**src/rtl/bandeja_rolhas_pkg.sv**
```systemverilog
// Shared types and default constants for the cork tray stage.
// Default build uses the base feature set; see bandeja_rolhas.sv for BANDEJA_TIMEOUT_EN.
package bandeja_pkg;

    typedef enum logic [1:0] {
        CHEIA,
        PEDINDO,
        VAZIA,
        REPOSTA
    } estado_t;

    localparam int LARGURA_PADRAO    = 5;
    localparam int CAPACIDADE_PADRAO = 25;
    localparam int LIMIAR_PADRAO     = 5;
    localparam int LOTE_PADRAO       = 20;
    localparam int TIMEOUT_PADRAO    = 64;

endpackage

```
**src/rtl/bandeja_rolhas_if.sv**
```systemverilog
// Cork tray bus: sealing request, dispenser refill and tray status.
// master drives requests/refills, slave is the tray.
interface bandeja_rolhas_if #(
    parameter int LARGURA = 5
);

    logic               vedar;
    logic               reabastecer;
    logic               rolha_ok;
    logic               falta_rolha;
    logic               ativar;
    logic [LARGURA-1:0] qt_rolhas;
    logic               alarme_dispensador;

    modport master (
        output vedar,
        output reabastecer,
        input  rolha_ok,
        input  falta_rolha,
        input  ativar,
        input  qt_rolhas,
        input  alarme_dispensador
    );

    modport slave (
        input  vedar,
        input  reabastecer,
        output rolha_ok,
        output falta_rolha,
        output ativar,
        output qt_rolhas,
        output alarme_dispensador
    );

endinterface

```
**src/rtl/bandeja_rolhas_detector_borda.sv**
```systemverilog
// Rising-edge detector: one-cycle pulso per low-to-high transition of in.
// Shared by the bottling line stages.
module detector_borda (
    input  logic clk,
    input  logic rst,
    input  logic in,
    output logic pulso
);

    logic in_q;

    always_ff @(posedge clk or negedge rst) begin
        if (!rst) in_q <= 1'b0;
        else      in_q <= in;
    end

    assign pulso = in & ~in_q;

endmodule

```
**src/rtl/bandeja_rolhas.sv**
```systemverilog
// Cork tray: count, saturating refill, refill-request FSM.
// Optional dispenser watchdog enabled by defining BANDEJA_TIMEOUT_EN.
module bandeja_rolhas
    import bandeja_pkg::*;
#(
    parameter int LARGURA    = LARGURA_PADRAO,
    parameter int CAPACIDADE = CAPACIDADE_PADRAO,
    parameter int LIMIAR     = LIMIAR_PADRAO,
    parameter int LOTE       = LOTE_PADRAO
`ifdef BANDEJA_TIMEOUT_EN
    ,
    parameter int TIMEOUT    = TIMEOUT_PADRAO
`endif
) (
    input  logic             clk,
    input  logic             rst,
    bandeja_rolhas_if.slave  bus
);

    localparam int W = LARGURA + 1;
    localparam logic [W-1:0]       CAP_W = W'(CAPACIDADE);
    localparam logic [W-1:0]       LOT_W = W'(LOTE);
    localparam logic [LARGURA-1:0] CAP   = LARGURA'(CAPACIDADE);
    localparam logic [LARGURA-1:0] LIM   = LARGURA'(LIMIAR);

    estado_t            estado;
    logic [LARGURA-1:0] qt;
    logic [LARGURA-1:0] qt_n;
    logic [W-1:0]       soma;
    logic               acc_ref;
    logic               consome;
    logic               recusa;
    logic               rolha_ok_q;
    logic               falta_q;
    logic               ativar_q;
    logic               pedido;

    detector_borda u_borda (
        .clk   (clk),
        .rst   (rst),
        .in    (bus.reabastecer),
        .pulso (acc_ref)
    );

    // Wider sum so a batch on a nearly full tray saturates instead of wrapping
    always_comb begin
        consome = bus.vedar & (qt != '0);
        recusa  = bus.vedar & (qt == '0);
        soma    = {1'b0, qt};
        if (acc_ref) soma = soma + LOT_W;
        if (consome) soma = soma - W'(1);
        qt_n    = (soma > CAP_W) ? CAP : soma[LARGURA-1:0];
    end

    assign pedido = (estado == PEDINDO) || (estado == VAZIA);

    always_ff @(posedge clk or negedge rst) begin
        if (!rst) begin
            qt         <= CAP;
            estado     <= CHEIA;
            rolha_ok_q <= 1'b0;
            falta_q    <= 1'b0;
            ativar_q   <= 1'b0;
        end else begin
            qt         <= qt_n;
            rolha_ok_q <= consome;
            falta_q    <= recusa;
            ativar_q   <= pedido;
            unique case (estado)
                CHEIA:
                    if (qt_n <= LIM) estado <= PEDINDO;
                PEDINDO:
                    if (acc_ref)           estado <= REPOSTA;
                    else if (qt_n == '0)   estado <= VAZIA;
                VAZIA:
                    if (acc_ref) estado <= REPOSTA;
                REPOSTA:
                    estado <= (qt_n > LIM) ? CHEIA : PEDINDO;
            endcase
        end
    end

`ifdef BANDEJA_TIMEOUT_EN
    localparam int WW = $clog2(TIMEOUT + 1);

    logic [WW-1:0] wd;
    logic          alarme_q;

    always_ff @(posedge clk or negedge rst) begin
        if (!rst) begin
            wd       <= '0;
            alarme_q <= 1'b0;
        end else if (pedido && !acc_ref) begin
            if (wd != WW'(TIMEOUT))     wd       <= wd + WW'(1);
            if (wd == WW'(TIMEOUT - 1)) alarme_q <= 1'b1;
        end else begin
            wd <= '0;
        end
    end

    assign bus.alarme_dispensador = alarme_q;
`else
    assign bus.alarme_dispensador = 1'b0;
`endif

    assign bus.qt_rolhas   = qt;
    assign bus.rolha_ok    = rolha_ok_q;
    assign bus.falta_rolha = falta_q;
    assign bus.ativar      = ativar_q;

endmodule

```
**src/flat_wrapper.sv**
```systemverilog
// flat-port wrapper written by rule: the top's interface ports become plain ports
module bandeja_rolhas_flat import bandeja_pkg::*;
#(
    parameter int LARGURA    = LARGURA_PADRAO,
    parameter int CAPACIDADE = CAPACIDADE_PADRAO,
    parameter int LIMIAR     = LIMIAR_PADRAO,
    parameter int LOTE       = LOTE_PADRAO

)
  (clk, rst, bus_vedar, bus_reabastecer, bus_rolha_ok, bus_falta_rolha, bus_ativar, bus_qt_rolhas, bus_alarme_dispensador);
  bandeja_rolhas_if #(.LARGURA(LARGURA)) bus_i ();
  input  logic clk;
  input  logic rst;
  input wire logic [$bits(bus_i.vedar)-1:0] bus_vedar;
  input wire logic [$bits(bus_i.reabastecer)-1:0] bus_reabastecer;
  output wire logic [$bits(bus_i.rolha_ok)-1:0] bus_rolha_ok;
  output wire logic [$bits(bus_i.falta_rolha)-1:0] bus_falta_rolha;
  output wire logic [$bits(bus_i.ativar)-1:0] bus_ativar;
  output wire logic [$bits(bus_i.qt_rolhas)-1:0] bus_qt_rolhas;
  output wire logic [$bits(bus_i.alarme_dispensador)-1:0] bus_alarme_dispensador;
  assign bus_i.vedar = bus_vedar;
  assign bus_i.reabastecer = bus_reabastecer;
  assign bus_rolha_ok = bus_i.rolha_ok;
  assign bus_falta_rolha = bus_i.falta_rolha;
  assign bus_ativar = bus_i.ativar;
  assign bus_qt_rolhas = bus_i.qt_rolhas;
  assign bus_alarme_dispensador = bus_i.alarme_dispensador;
  bandeja_rolhas #(.LARGURA(LARGURA), .CAPACIDADE(CAPACIDADE), .LIMIAR(LIMIAR), .LOTE(LOTE)) u_core (.clk(clk), .rst(rst), .bus(bus_i));
endmodule
```
**config.mk**
```make
export PLATFORM = sky130hd
export DESIGN_NAME = bandeja_rolhas_flat
export DESIGN_NICKNAME = d
export VERILOG_FILES = /design/src/rtl/bandeja_rolhas_pkg.sv /design/src/rtl/bandeja_rolhas_if.sv /design/src/rtl/bandeja_rolhas_detector_borda.sv /design/src/rtl/bandeja_rolhas.sv /design/src/flat_wrapper.sv
export SDC_FILE = /design/constraint.sdc
export NUM_CORES = 1
export LEC_CHECK = 0
export BUFFER_PORTS_ARGS = -buffer_cell sky130_fd_sc_hd__buf_2
export CORE_MARGIN = 1
export CORE_UTILIZATION = 55
export DETAILED_ROUTE_END_ITERATION = 10
export GPL_TIMING_DRIVEN = 0
export PLACE_DENSITY = 0.77
export SETUP_SLACK_MARGIN = 0.3
export SLEW_MARGIN = 5
export SYNTH_ARGS = -nofsm -noshare
export SYNTH_HDL_FRONTEND = slang
export SYNTH_SLANG_ARGS = --single-unit
```
**constraint.sdc**
```tcl
create_clock -name clk -period 3.14 [get_ports clk]
set_clock_uncertainty 0.05 [all_clocks]
set_input_delay 0.471 -clock clk [delete_from_list [all_inputs] [get_ports clk]]
set_output_delay 0.471 -clock clk [all_outputs]
set_load 0.05 [all_outputs]
```
Yosys cells after proc, flatten, opt, wreduce, memory -nomap -nowiden
Index checks and enable logic that the tools add are counted.
Cells by class
  add/sub/neg operators: 2
  multiply operators: 0
  div/mod/pow operators: 0
  magnitude comparators: 3
  equal/unequal tests: 6
  shifts and indexed selects: 0
  multiplexer cells: 9
  bitwise gates (word level): 4
  reductions and logical operators: 6
Operators by type and width (count)
  $mux 6: 2
  $logic_not 5->1: 2
  $mux 2: 4
  $pmux 2 s4: 1
  $add 5x5->6 const B: 1
  $gt 6x5->1 const B: 1
  $sub 6x1->6 const B: 1
  $gt 5x3->1 const B: 1
  $le 5x3->1 const B: 1
  $mux 5: 1
  $reduce_bool 5->1: 1
  $eq 2x2->1 const B: 2
  $ne 2x1->1 const B: 2
  $and 1x1->1: 3
  $ne 3x2->1 const B: 1
  $reduce_and 3->1: 1
  $eq 2x1->1 const B: 1
  $logic_not 2->1: 1
  $logic_or 1x1->1: 1
  $mux 1: 1
  $not 1->1: 1
Word-level totals
  bits in registers: 11
  latch bits: 0
  bits in writable memories: 0
  bits in read-only memories: 0
  input bits: 4
  output and inout port bits: 9
  logic and storage cells: 36
  memories: 0

Longest topological paths before layout
  depth after elaboration: 11
  mapped depth: 10
  depth with buffers taken out: 10

Hierarchy
From an unflattened synthesis, not the netlist that was laid out.
Unflattened totals
  cells, all modules: 111
  area, all modules: 980.9 um^2
By module, submodules not included
  bandeja_rolhas: times used 1, cells each 109, area an instance 942.2 um^2, sequential area each 254.0 um^2
  detector_borda: times used 1, cells each 2, area an instance 38.8 um^2, sequential area each 25.0 um^2

Least setup slack after synthesis
OpenSTA, ideal clock, no wires.
  path type: reg-to-reg
  start point: reg u_core.qt[2], in the netlist u_core.bus.qt_rolhas[2]
  end point: reg u_core.estado[1]
  library setup time: 0.125 ns
  data arrival time: 2.576 ns
  data required time: 2.965 ns
  setup slack: 0.389 ns
  stages on the path, launching flop included: 10
  path buffers: 0
  clock period less this slack: 2.751 ns
  cell sequence: dfrtp_1 -> inv_2 -> ha_1 -> nor4bb_1 -> and4_1 -> or3_1 -> o22ai_2 -> o221ai_2 -> o21ai_2 -> mux2_4
On the way
  cells in the longest elaborated chain, start to end: 9
  elaborated cells between the ends (all ways): 13
  those cells by class: add/sub: 2; order compare: 2; eq/ne: 2; mux: 3; bitwise: 1; reduce/logical: 3
Ends and longest elaborated chain
  start: declaration: RTL line bandeja_rolhas.sv:27  | logic [LARGURA-1:0] qt;
  start signal: assignment: RTL line bandeja_rolhas.sv:65  | qt <= qt_n;
  $add 5x5->6: RTL line bandeja_rolhas.sv:50  | if (acc_ref) soma = soma + LOT_W;
  $mux 6: RTL line bandeja_rolhas.sv:50
  $sub 6x1->6: RTL line bandeja_rolhas.sv:51  | if (consome) soma = soma - W'(1);
  $mux 6 (*): RTL line bandeja_rolhas.sv:51
  $gt 6x5->1: RTL line bandeja_rolhas.sv:52  | qt_n = (soma > CAP_W) ? CAP : soma[LARGURA-1:0];
  $mux 5 (*): RTL line bandeja_rolhas.sv:52
  $le 5x3->1 / $logic_not 5->1 (equally long branches): RTL line bandeja_rolhas.sv:71, bandeja_rolhas.sv:74
  $ne 2x1->1 (no line) / $ne 3x2->1 (equally long branches)
  $reduce_and 3->1 (no line) (*)
  end signal: assignment: RTL line bandeja_rolhas.sv:78  | estado <= (qt_n > LIM) ? CHEIA : PEDINDO;
  end: declaration: RTL line bandeja_rolhas.sv:26  | estado_t estado;
Every way passes the cells marked *; elsewhere a longest branch is shown, timed or not.
A chain may end at the register's enable or synchronous reset.

Final worst setup path
  start point: reg u_core.qt[3], in the netlist u_core.bus.qt_rolhas[3]
  end point: reg u_core.estado[1]
The elaborated chain is that of the path after synthesis.

==> results_dict.tcl <==
set metrics [dict create \
    synthCells 96 \
    nFillCells 142 \
    cts_hold_buf 0 \
    io_pins 13 \
    fin_crit_ps 2706 \
    final_util_pct 67.18 \
    cp_data_arrival_time_ps 2820 \
    synth_top_cell_area_share_pct 21.28 \
    grt_pass1_vias 705 \
    power_density_mw_per_mm2 1059 \
    numCtsBuffers 3 \
    wl_per_cell_um 15.79 \
    cts_resized 0 \
    yosys-top-cells-area "dfrtp_1 (21%), ha_1 (12%), dfstp_2 (8.4%)" \
    drt_iter0_drc 26 \
    whs_ps 4.971 \
    cp_cell_sequence "inv_1 -> ha_1 -> nor4bb_1 -> and4_1 -> or3_1 -> o22ai_2 -> o221ai_2 -> o21ai_2 -> mux2_4" \
    vias 779 \
    crit_required_ps 3250 \
    critPathMaxFanout 9 \
    avgViaCountPerCell 6.134 \
    hpwl_mm 1.518 \
    ys_async_sr_fraction_pct 100.0 \
    drtAntennaViolNets 0 \
    synth_fp_nets 109 \
    io_buffer_count 11 \
    firstDrtPassIters 7 \
    hold_viol_final 0 \
    rows 14 \
    finalSetupViolCount 0 \
    ir_worst_vdd_mv 0.7194 \
    antenna_found_initial 0 \
    avgSynthCellArea_um2 9.801 \
    grt_usage_pct 24.56 \
    grt_max_degree 12 \
    cts_tree "built" \
    insertion_delay_ps 270 \
    rsz0062_at_grt "no" \
    hp-class "input pin to asynchronous set/reset pin" \
    fin_tns_setup_ps 0 \
    dieWidth_um 43.36 \
    clkTransAtPathRegs_ps 70 \
    synthTopCellsByCount "ha_1 (9), dfrtp_1 (8), inv_1 (8), nor2_1 (8), nand2_1 (6)" \
    crit_type "flop to flop" \
    start_util_pct 60.35 \
    maxSlewViolCount 0 \
    die-area_mm2 0.001880 \
    synth_flop_cell "dfrtp_1" \
    clk_root_buffer_cell "clkbuf_4" \
    clock-sinks 11 \
    yosys_warnings 0 \
    cp_slowest_cell "dfstp_2" \
    yosysTopAreaCell "dfrtp_1" \
    finalCritPeriodShare_pct 86.19 \
    synth-edff-count 0 \
    core-area_mm2 0.001559 \
    outcome "finished, violations left" \
    die_h_um 43.36 \
    synthMostInstantiatedCell "ha_1" \
    endpoint_kind "flop" \
    fmax_ghz 0.3695 \
    grt_remaining_overflow 0 \
    post_cts_buffers 0 \
    crit_path_max_incr_delay_ps 620 \
    violations "DRC" \
    cp_top_family "simple AND/OR/NAND/NOR gates" \
    place_ws_ps 460.0 \
    start_kind "flop" \
    diodes 0 \
    worst-path-buf-inv 1 \
    ys_ff_latch 11 \
    drcViolationCount 2 \
    place.gp.congestion 0.8816 \
    grt_pass1_wl_mm 3.360 \
    htree_levels 1 \
    synthToLayoutAreaGrowth_pct 11.30 \
    cts_buffer_depth 2 \
    maxCapViolCount 0 \
    synth_cell_types 48 \
    p_leak_nw 0.4955 \
    setup_ws_ps 433.6 \
    nets 125 \
    drive_gt1_share_pct 31.53 \
    drt_wl_total_mm 2.005 \
    yosysSeqAreaShare_pct 29.65 \
    syn-cell-area_um2 940.9 \
]
==> power by group <==
group	internal (mW)	switching [mW]
clock network	0.0492	0.0495
registers	0.207	0.0685
logic	0.294	0.440
==> layout by cell type (no fill, tap or decap), types with 2 or more instances in the layout <==
| cell | count |
|---|---|
| ha_1 | 9 |
| dfrtp_1 | 8 |
| a21oi_1 | 2 |
| buf_2 | 12 |
| nor4b_2 | 2 |
| and4_1 | 2 |
| o21ai_0 | 3 |
| dfstp_2 | 3 |
| inv_1 | 8 |
| nor2_1 | 8 |
| a211oi_1 | 2 |
| xnor2_1 | 4 |
| nand3_1 | 2 |
| nand2b_1 | 2 |
| clkbuf_4 | 3 |
| nand2_1 | 6 |
==> worst paths after layout <==
| check | start | endpoint | slack, ps | depth (start not counted) |
|---|---|---|---|---|
| max reg2reg | u_core.bus.qt_rolhas[3] | u_core.estado[1] | 430 | 9 |
| max | u_core.bus.qt_rolhas[3] | u_core.estado[1] | 430 | 9 |
| max in group asynchronous | rst | u_core.bus.qt_rolhas[3] | 2770 | 1 |
| min | rst | u_core.estado[1] | 5 | 1 |
| min in group clk | bus_reabastecer | u_core.u_borda.in_q | 300 | 1 |
| min reg2reg | u_core.estado[1] | u_core.estado[1] | 540 | 1 |
==> per-layer routing <==
| layer | vias to the layer above | track usage [%] | wire length, µm |
|---|---|---|---|
| met5 | - | 0 | 0 |
| met4 | 0 | 8.750 | 25 |
| met3 | 6 | 3.750 | 70 |
| met2 | 19 | 40.00 | 1031 |
| met1 | 379 | 33.33 | 877 |
| li1 | 375 | - | - |
==> cell families after synthesis <==
| family | share of synthesized area (%) |
|---|---|
| buf+inv | 6.116 |
| compound gates | 18.22 |
| fa+ha+maj | 11.97 |
| mux | 3.856 |
| simple gates | 22.74 |
| flops | 29.65 |
| other cells | 0.3986 |
| xor+xnor | 7.047 |
==> stage by stage <==
stage / instances / cell area [µm²] / power [mW]
finish: 127 / 1047 / 1.109
global route: 127 / 1047 / 1.189
CTS: 127 / 1042 / 1.107
detailed placement: 123 / 1016 / 1.001
global placement: 123 / 1016 / 0.9728
floorplan: 96 / 940.9 / 0.8577
==> cell type report <==
| type | count | area (µm²) | share of cell area, % |
|---|---|---|---|
| Multi-Input combinational cell | 73 | 609.3 | 58.18 |
| Clock buffer | 4 | 26.28 | 2.509 |
| Sequential cell | 11 | 279.0 | 26.64 |
| Inverter | 9 | 33.78 | 3.226 |
| Timing Repair Buffer | 11 | 55.05 | 5.257 |
| Tap cell | 16 | 20.02 | 1.912 |
| Buffer | 3 | 23.77 | 2.270 |
==> sequential cells by signal (all words and copies together) (netlist names) <==
register	flops
u_core.bus.rolha_ok	1
u_core.bus.ativar	1
u_core.estado	2
u_core.bus.falta_rolha	1
u_core.u_borda.in_q	1
u_core.bus.qt_rolhas	5
==> worst reg2reg max path: stages (launching register included) <==
cell      delay (ps)
dfstp_2          620
inv_1             90
ha_1             370
nor4bb_1         160
and4_1           200
or3_1            360
o22ai_2          170
o221ai_2         160
o21ai_2          120
mux2_4           310
Power figures use the tool's default switching activity.
